===== src/rtl/branch_resolve_unit_pkg.sv =====
// Shared widths and RV32I B-type funct3 encodings for the branch resolve unit.
package branch_resolve_unit_pkg;

    localparam int unsigned REG_WIDTH = 32;

    localparam logic [2:0] F3_BEQ  = 3'b000;
    localparam logic [2:0] F3_BNE  = 3'b001;
    localparam logic [2:0] F3_BLT  = 3'b100;
    localparam logic [2:0] F3_BGE  = 3'b101;
    localparam logic [2:0] F3_BLTU = 3'b110;
    localparam logic [2:0] F3_BGEU = 3'b111;

endpackage


===== src/rtl/br_cond_eval.sv =====
// Combinational branch-condition evaluator: one shared subtractor drives eq, signed lt
// and unsigned lt, from which all six RV32I conditions are selected by funct3.
module br_cond_eval
    import branch_resolve_unit_pkg::*;
#(
    parameter int unsigned Width = REG_WIDTH
) (
    input  logic [2:0]       funct3,
    input  logic [Width-1:0] rs1,
    input  logic [Width-1:0] rs2,
    output logic             taken,
    output logic             illegal
);

    logic [Width:0] diff;
    logic           isEq;
    logic           isLtu;
    logic           isLt;

    // Extra MSB of the difference is the borrow, i.e. the unsigned rs1 < rs2 result.
    assign diff  = {1'b0, rs1} - {1'b0, rs2};
    assign isEq  = (diff[Width-1:0] == '0);
    assign isLtu = diff[Width];
    // With equal signs the unsigned order matches the signed one; otherwise the sign decides.
    assign isLt  = (rs1[Width-1] ^ rs2[Width-1]) ? rs1[Width-1] : isLtu;

    always_comb begin
        taken   = 1'b0;
        illegal = 1'b0;
        case (funct3)
            F3_BEQ:  taken = isEq;
            F3_BNE:  taken = ~isEq;
            F3_BLT:  taken = isLt;
            F3_BGE:  taken = ~isLt;
            F3_BLTU: taken = isLtu;
            F3_BGEU: taken = ~isLtu;
            default: illegal = 1'b1;
        endcase
    end

endmodule


===== src/rtl/branch_resolve_unit.sv =====
// Execute-stage branch resolver: registered condition/target result behind a single-entry
// valid/ready stage with flush, plus saturating taken/total delivery counters.
module branch_resolve_unit
    import branch_resolve_unit_pkg::*;
#(
    parameter int unsigned XLEN      = REG_WIDTH,
    parameter int unsigned CNT_W     = 16,
    parameter int unsigned ALIGN_LSB = 2
) (
    input  logic            clk,
    input  logic            rst_n,
    input  logic            in_valid,
    output logic            in_ready,
    input  logic [2:0]      funct3,
    input  logic [XLEN-1:0] rs1,
    input  logic [XLEN-1:0] rs2,
    input  logic [XLEN-1:0] pc,
    input  logic [XLEN-1:0] imm,
    input  logic            flush,
    output logic            out_valid,
    input  logic            out_ready,
    output logic            out_taken,
    output logic [XLEN-1:0] out_target,
    output logic            out_misalign,
    output logic            out_illegal,
    output logic [CNT_W-1:0] taken_cnt,
    output logic [CNT_W-1:0] total_cnt
);

    logic             condTaken;
    logic             condIllegal;
    logic [XLEN-1:0]  targetSum;
    logic             misalignD;
    logic             accept;
    logic             deliver;

    logic             validQ, validD;
    logic             takenQ;
    logic             illegalQ;
    logic             misalignQ;
    logic [XLEN-1:0]  targetQ;
    logic [CNT_W-1:0] takenCntQ, takenCntD;
    logic [CNT_W-1:0] totalCntQ, totalCntD;

    br_cond_eval #(
        .Width (XLEN)
    ) uCondEval (
        .funct3  (funct3),
        .rs1     (rs1),
        .rs2     (rs2),
        .taken   (condTaken),
        .illegal (condIllegal)
    );

    assign targetSum = pc + imm;
    assign misalignD = condTaken & (targetSum[ALIGN_LSB-1:0] != '0);

    assign in_ready = ~validQ | out_ready;
    assign accept   = in_valid & in_ready & ~flush;
    assign deliver  = validQ & out_ready & ~flush;

    always_comb begin
        validD = validQ;
        if (flush) begin
            validD = 1'b0;
        end else if (accept) begin
            validD = 1'b1;
        end else if (out_ready) begin
            validD = 1'b0;
        end
    end

    always_comb begin
        takenCntD = takenCntQ;
        totalCntD = totalCntQ;
        if (deliver) begin
            if (totalCntQ != '1) begin
                totalCntD = totalCntQ + CNT_W'(1);
            end
            if (takenQ && (takenCntQ != '1)) begin
                takenCntD = takenCntQ + CNT_W'(1);
            end
        end
    end

    always_ff @(posedge clk or negedge rst_n) begin
        if (!rst_n) begin
            validQ    <= 1'b0;
            takenQ    <= 1'b0;
            illegalQ  <= 1'b0;
            misalignQ <= 1'b0;
            targetQ   <= '0;
            takenCntQ <= '0;
            totalCntQ <= '0;
        end else begin
            validQ    <= validD;
            takenCntQ <= takenCntD;
            totalCntQ <= totalCntD;
            if (accept) begin
                takenQ    <= condTaken;
                illegalQ  <= condIllegal;
                misalignQ <= misalignD;
                targetQ   <= targetSum;
            end
        end
    end

    assign out_valid    = validQ;
    assign out_taken    = takenQ;
    assign out_illegal  = illegalQ;
    assign out_misalign = misalignQ;
    assign out_target   = targetQ;
    assign taken_cnt    = takenCntQ;
    assign total_cnt    = totalCntQ;

endmodule


===== config.mk =====
export PLATFORM = sky130hd
export DESIGN_NAME = branch_resolve_unit
export DESIGN_NICKNAME = d
export VERILOG_FILES = /design/src/rtl/branch_resolve_unit_pkg.sv /design/src/rtl/br_cond_eval.sv /design/src/rtl/branch_resolve_unit.sv
export SDC_FILE = /design/constraint.sdc
export NUM_CORES = 1
export LEC_CHECK = 0
export BUFFER_PORTS_ARGS = -buffer_cell sky130_fd_sc_hd__buf_2
export CELL_PAD_IN_SITES_DETAIL_PLACEMENT = 1
export CELL_PAD_IN_SITES_GLOBAL_PLACEMENT = 1
export CORE_MARGIN = 2
export CORE_UTILIZATION = 38
export DETAILED_ROUTE_END_ITERATION = 12
export GPL_TIMING_DRIVEN = 1
export PLACE_DENSITY = 0.8
export SLEW_MARGIN = 40
export SYNTH_ARGS = -nofsm -noshare
export SYNTH_HDL_FRONTEND = slang
export SYNTH_SLANG_ARGS = --single-unit
export TNS_END_PERCENT = 30

===== constraint.sdc =====
create_clock -name clk -period 2.6 [get_ports clk]
set_clock_uncertainty 0.15 [all_clocks]
set_input_delay 0.13 -clock clk [delete_from_list [all_inputs] [get_ports clk]]
set_output_delay 0.13 -clock clk [all_outputs]
set_load 0.02 [all_outputs]

==> run metrics <==
CP max FO 2; die width roughly 130 um; Peak VDD IR 0.000283 V; GRT overflow 0; DRC errors left 0; worst reg-to-reg path cell count 9; initial antenna violation count 3; Crit path max-delay family compound AO/OA/AOI/OAI gates; Seq cells post-synth 68; sequential area share after synthesis 26.1%; reg2reg setup slack 0.17 ns; CP Capture Type register; Max Fclk 349 MHz; TritonCTS buffer count 9; XOR/XNOR share of the synthesized area 10.2%; placed insts 1318; worst path cell trace buf_8, ha_4, fa_2, a21o_1, a21o_1, a2111oi_4, nor3_2, a211oi_2, a21oi_2, o21ai_2, a311oi_2, a31oi_2, xor2_1, o21ai_1; Syn-to-layout area delta 44.5%; Yosys top cell by area dfrtp_1; post-layout net count 1325; r2r endpoint total_cnt[14]$_DFFE_PN0P_; top post-synthesis cells by count nand2_1, dfrtp_1, ha_1, a21oi_1, o21ai_0; final core utilization 56.4%; later-pin clock latency in the skew report approximately 0.34 ns; clock sink count 68; buffers added on ports 204; startpoint types primary input; DIE AREA approximately 18000 um^2; post-synthesis simple-gate area fraction 18.1%; layout cell share with drive strength beyond 1 39.1%; DR vias 7321; async set-reset flop share out of synthesis between 90% and 100%; Root Buffer clkbuf_16; r2r startpoint total_cnt[7]$_DFFE_PN0P_; Slowest-stage cell, CP a2111oi_4; vias in the first global route ~7800; synthesized area per cell 8.40 um^2; post-route setup slack -0.262 ns; # IOs between 200 and 250; top-count cell post-synth nand2_1; CTS tree built; final count of pins violating max slew 0; Synth Flop Type dfrtp_1; status finished, violations left; post-route minimum period about 2.9 ns; leak pwr 4.79 nW; synth top area cells dfrtp_1, ha_1, xnor2_1; TNS Setup -1.39 ns; Worst-path clk slew around 0.060 ns; Core Footprint roughly 17000 um^2; Hold Path Depth 4; post-synthesis compound-gate area fraction 25.4%; DR vias/cell 5.43; Hold Startpoint pc[31]; failing checks negative setup slack; Post-Syn Instances 776; Rel. slew slack 72.0%; ANT nets after route 0; DP Worst Slack -0.730 ns; total power 4.79 mW; number of flops mapped to enable cells by yosys 0; actual slew at the worst max-slew pin between 0.4 and 0.5 ns; count of distinct cell types in the synthesized netlist a little under 80; Final Hold Vio Count 0; worst path bufs/invs 1; First-pass DRT Iterations 4; Initial Util 39.0%; crit share post-route 110%; crit path DAT a little under 3 ns; Net Count, Synth 979; Max Cap Viol 0; power per cell area 509 nW/um^2; critical path's largest stage delay 0.41 ns; post-synthesis mux area share under 10%; routed wire length around 25 mm; Max Root-Sink Buffers 2; post-detail-place hpwl 19.0 mm; hold endpoint out_target[31]$_DFFE_PN0P_; Hold Path Class primary input to register; Yosys Warn Count 0; post-synthesis adder-cell area fraction 13.1%; CP most frequent cell a21o_1; # rows 47; drt initial violations 278; CP required ~2.7 ns; largest net degree at the start of global routing 69; final setup fails 9; first-pass GRT wire length between 30 and 40 mm; H-tree levels 3; Vert. Die Dim 135 um; RSZ-0062 raised after global routing true; DR WL/cell 18.3 um; largest family of logic cells by synthesized area compound AO/OA/AOI/OAI gates; share of the synthesized area in the top cell type 26.1%; Overall Global Routing Usage 26.3%; final non-filler cell total ~1300; GP Congestion 0.887; mapped cell area 6520 um^2; Worst Setup Path Type primary input to register
[final cells by class]
class / count / area (um^2)
Fill cell: 2078 / 7280
Tap cell: 220 / 275
Sequential cell: 68 / 1700
Multi-Input combinational cell: 633 / 4690
Timing Repair Buffer: 361 / 2290
Clock inverter: 7 / 48.8
Antenna cell: 1 / 2.50
Inverter: 49 / 191
Clock buffer: 9 / 225
[power by group]
| part | switching (mW) | total (mW) | internal [mW] | leakage, nW |
|---|---|---|---|---|
| Clock | 0.502 | 1.15 | 0.649 | 0.136 |
| Sequential | 0.152 | 1.39 | 1.24 | 0.880 |
| Combinational | 1.26 | 2.25 | 0.992 | 3.77 |
[cell usage in the layout (no fill, tap or decap), drive strengths merged, types with 6 or more instances in the layout]
cell type | Yosys | layout
dfrtp | 68 | 68
nor3 | 11 | 11
o21ai | 67 | 67
o21a | 12 | 12
a21oi | 58 | 58
nand2 | 82 | 82
nand2b | 15 | 15
o21bai | 8 | 8
a211o | 8 | 8
clkbuf | 14 | 9
nor2 | 42 | 42
and3 | 8 | 8
nand4 | 19 | 19
buf | 12 | 356
mux2 | 9 | 9
o211ai | 6 | 6
a211oi | 6 | 6
nor4 | 10 | 10
nor2b | 9 | 9
xnor2 | 52 | 52
xor2 | 24 | 24
inv | 49 | 51
nand3 | 22 | 22
a21o | 29 | 29
ha | 65 | 65
[layer usage]
metal | track usage (%) | vias to the layer above | wire [um]
met1 | 29.4 | 3541 | 9570
li1 | - | 3489 | -
met4 | 8.39 | 4 | 659
met5 | 0 | - | 27
met2 | 49.5 | 234 | 13100
met3 | 5.37 | 53 | 1310
[worst register-to-register path: cells and delay by family (launching register included)]
family / cells / cell delay, ns
AND/OR/NAND/NOR: 6 / 1.19
flip-flops: 1 / 0.42
XOR/XNOR: 1 / 0.11
AO/OA/AOI/OAI: 1 / 0.32
buffers and inverters: 1 / 0.16
[stage by stage]
stage	hold WS [ns]	cell area [um^2]
finish	0.0349	9420
CTS	0.0366	9310
global route	0.0592	9420
floorplan	-0.316	6590
global placement	0.0325	8860
detailed placement	0.0334	8860
[worst max-delay path by stage]
stage                     slack, ns    from                          to  cells after the start
after floorplan               -0.26  rs1[0]       out_taken$_DFFE_PN0P_                     14
after global placement        -0.55  rs1[0]       out_taken$_DFFE_PN0P_                     15
after detailed placement      -0.73  rs1[0]       out_taken$_DFFE_PN0P_                     15
after CTS                     -0.21  imm[0]  out_target[30]$_DFFE_PN0P_                     14
after global routing          -0.31  imm[0]  out_target[30]$_DFFE_PN0P_                     14
final                         -0.26  imm[0]  out_target[30]$_DFFE_PN0P_                     14
[logic make-up (layout without fill, tap and decap cells)]
family / after synthesis / in the layout
other cells: 0 / 1
xor+xnor: 76 / 76
fa+ha+maj: 67 / 67
compound gates: 240 / 240
buf+inv: 75 / 426
simple gates: 237 / 237
flops: 68 / 68
mux: 13 / 13
[timing repair]
| item | CTS | global route |
|---|---|---|
| pin swaps | 18 | 20 |
| setup endpoints to repair | 8 | 12 |
| buffers inserted | 5 | 4 |
| hold buffers | 5 | 0 |
| hold endpoints to repair | 71 | 0 |
| resized for setup | 20 | 19 |
[flip-flops by register name, summed over array words and instances, names as in the netlist]
register and flops:
out_illegal 1, out_misalign 1, out_target 32, taken_cnt 16, out_taken 1, total_cnt 16
out_valid 1
Note: power is estimated with default switching activity, not from simulation.
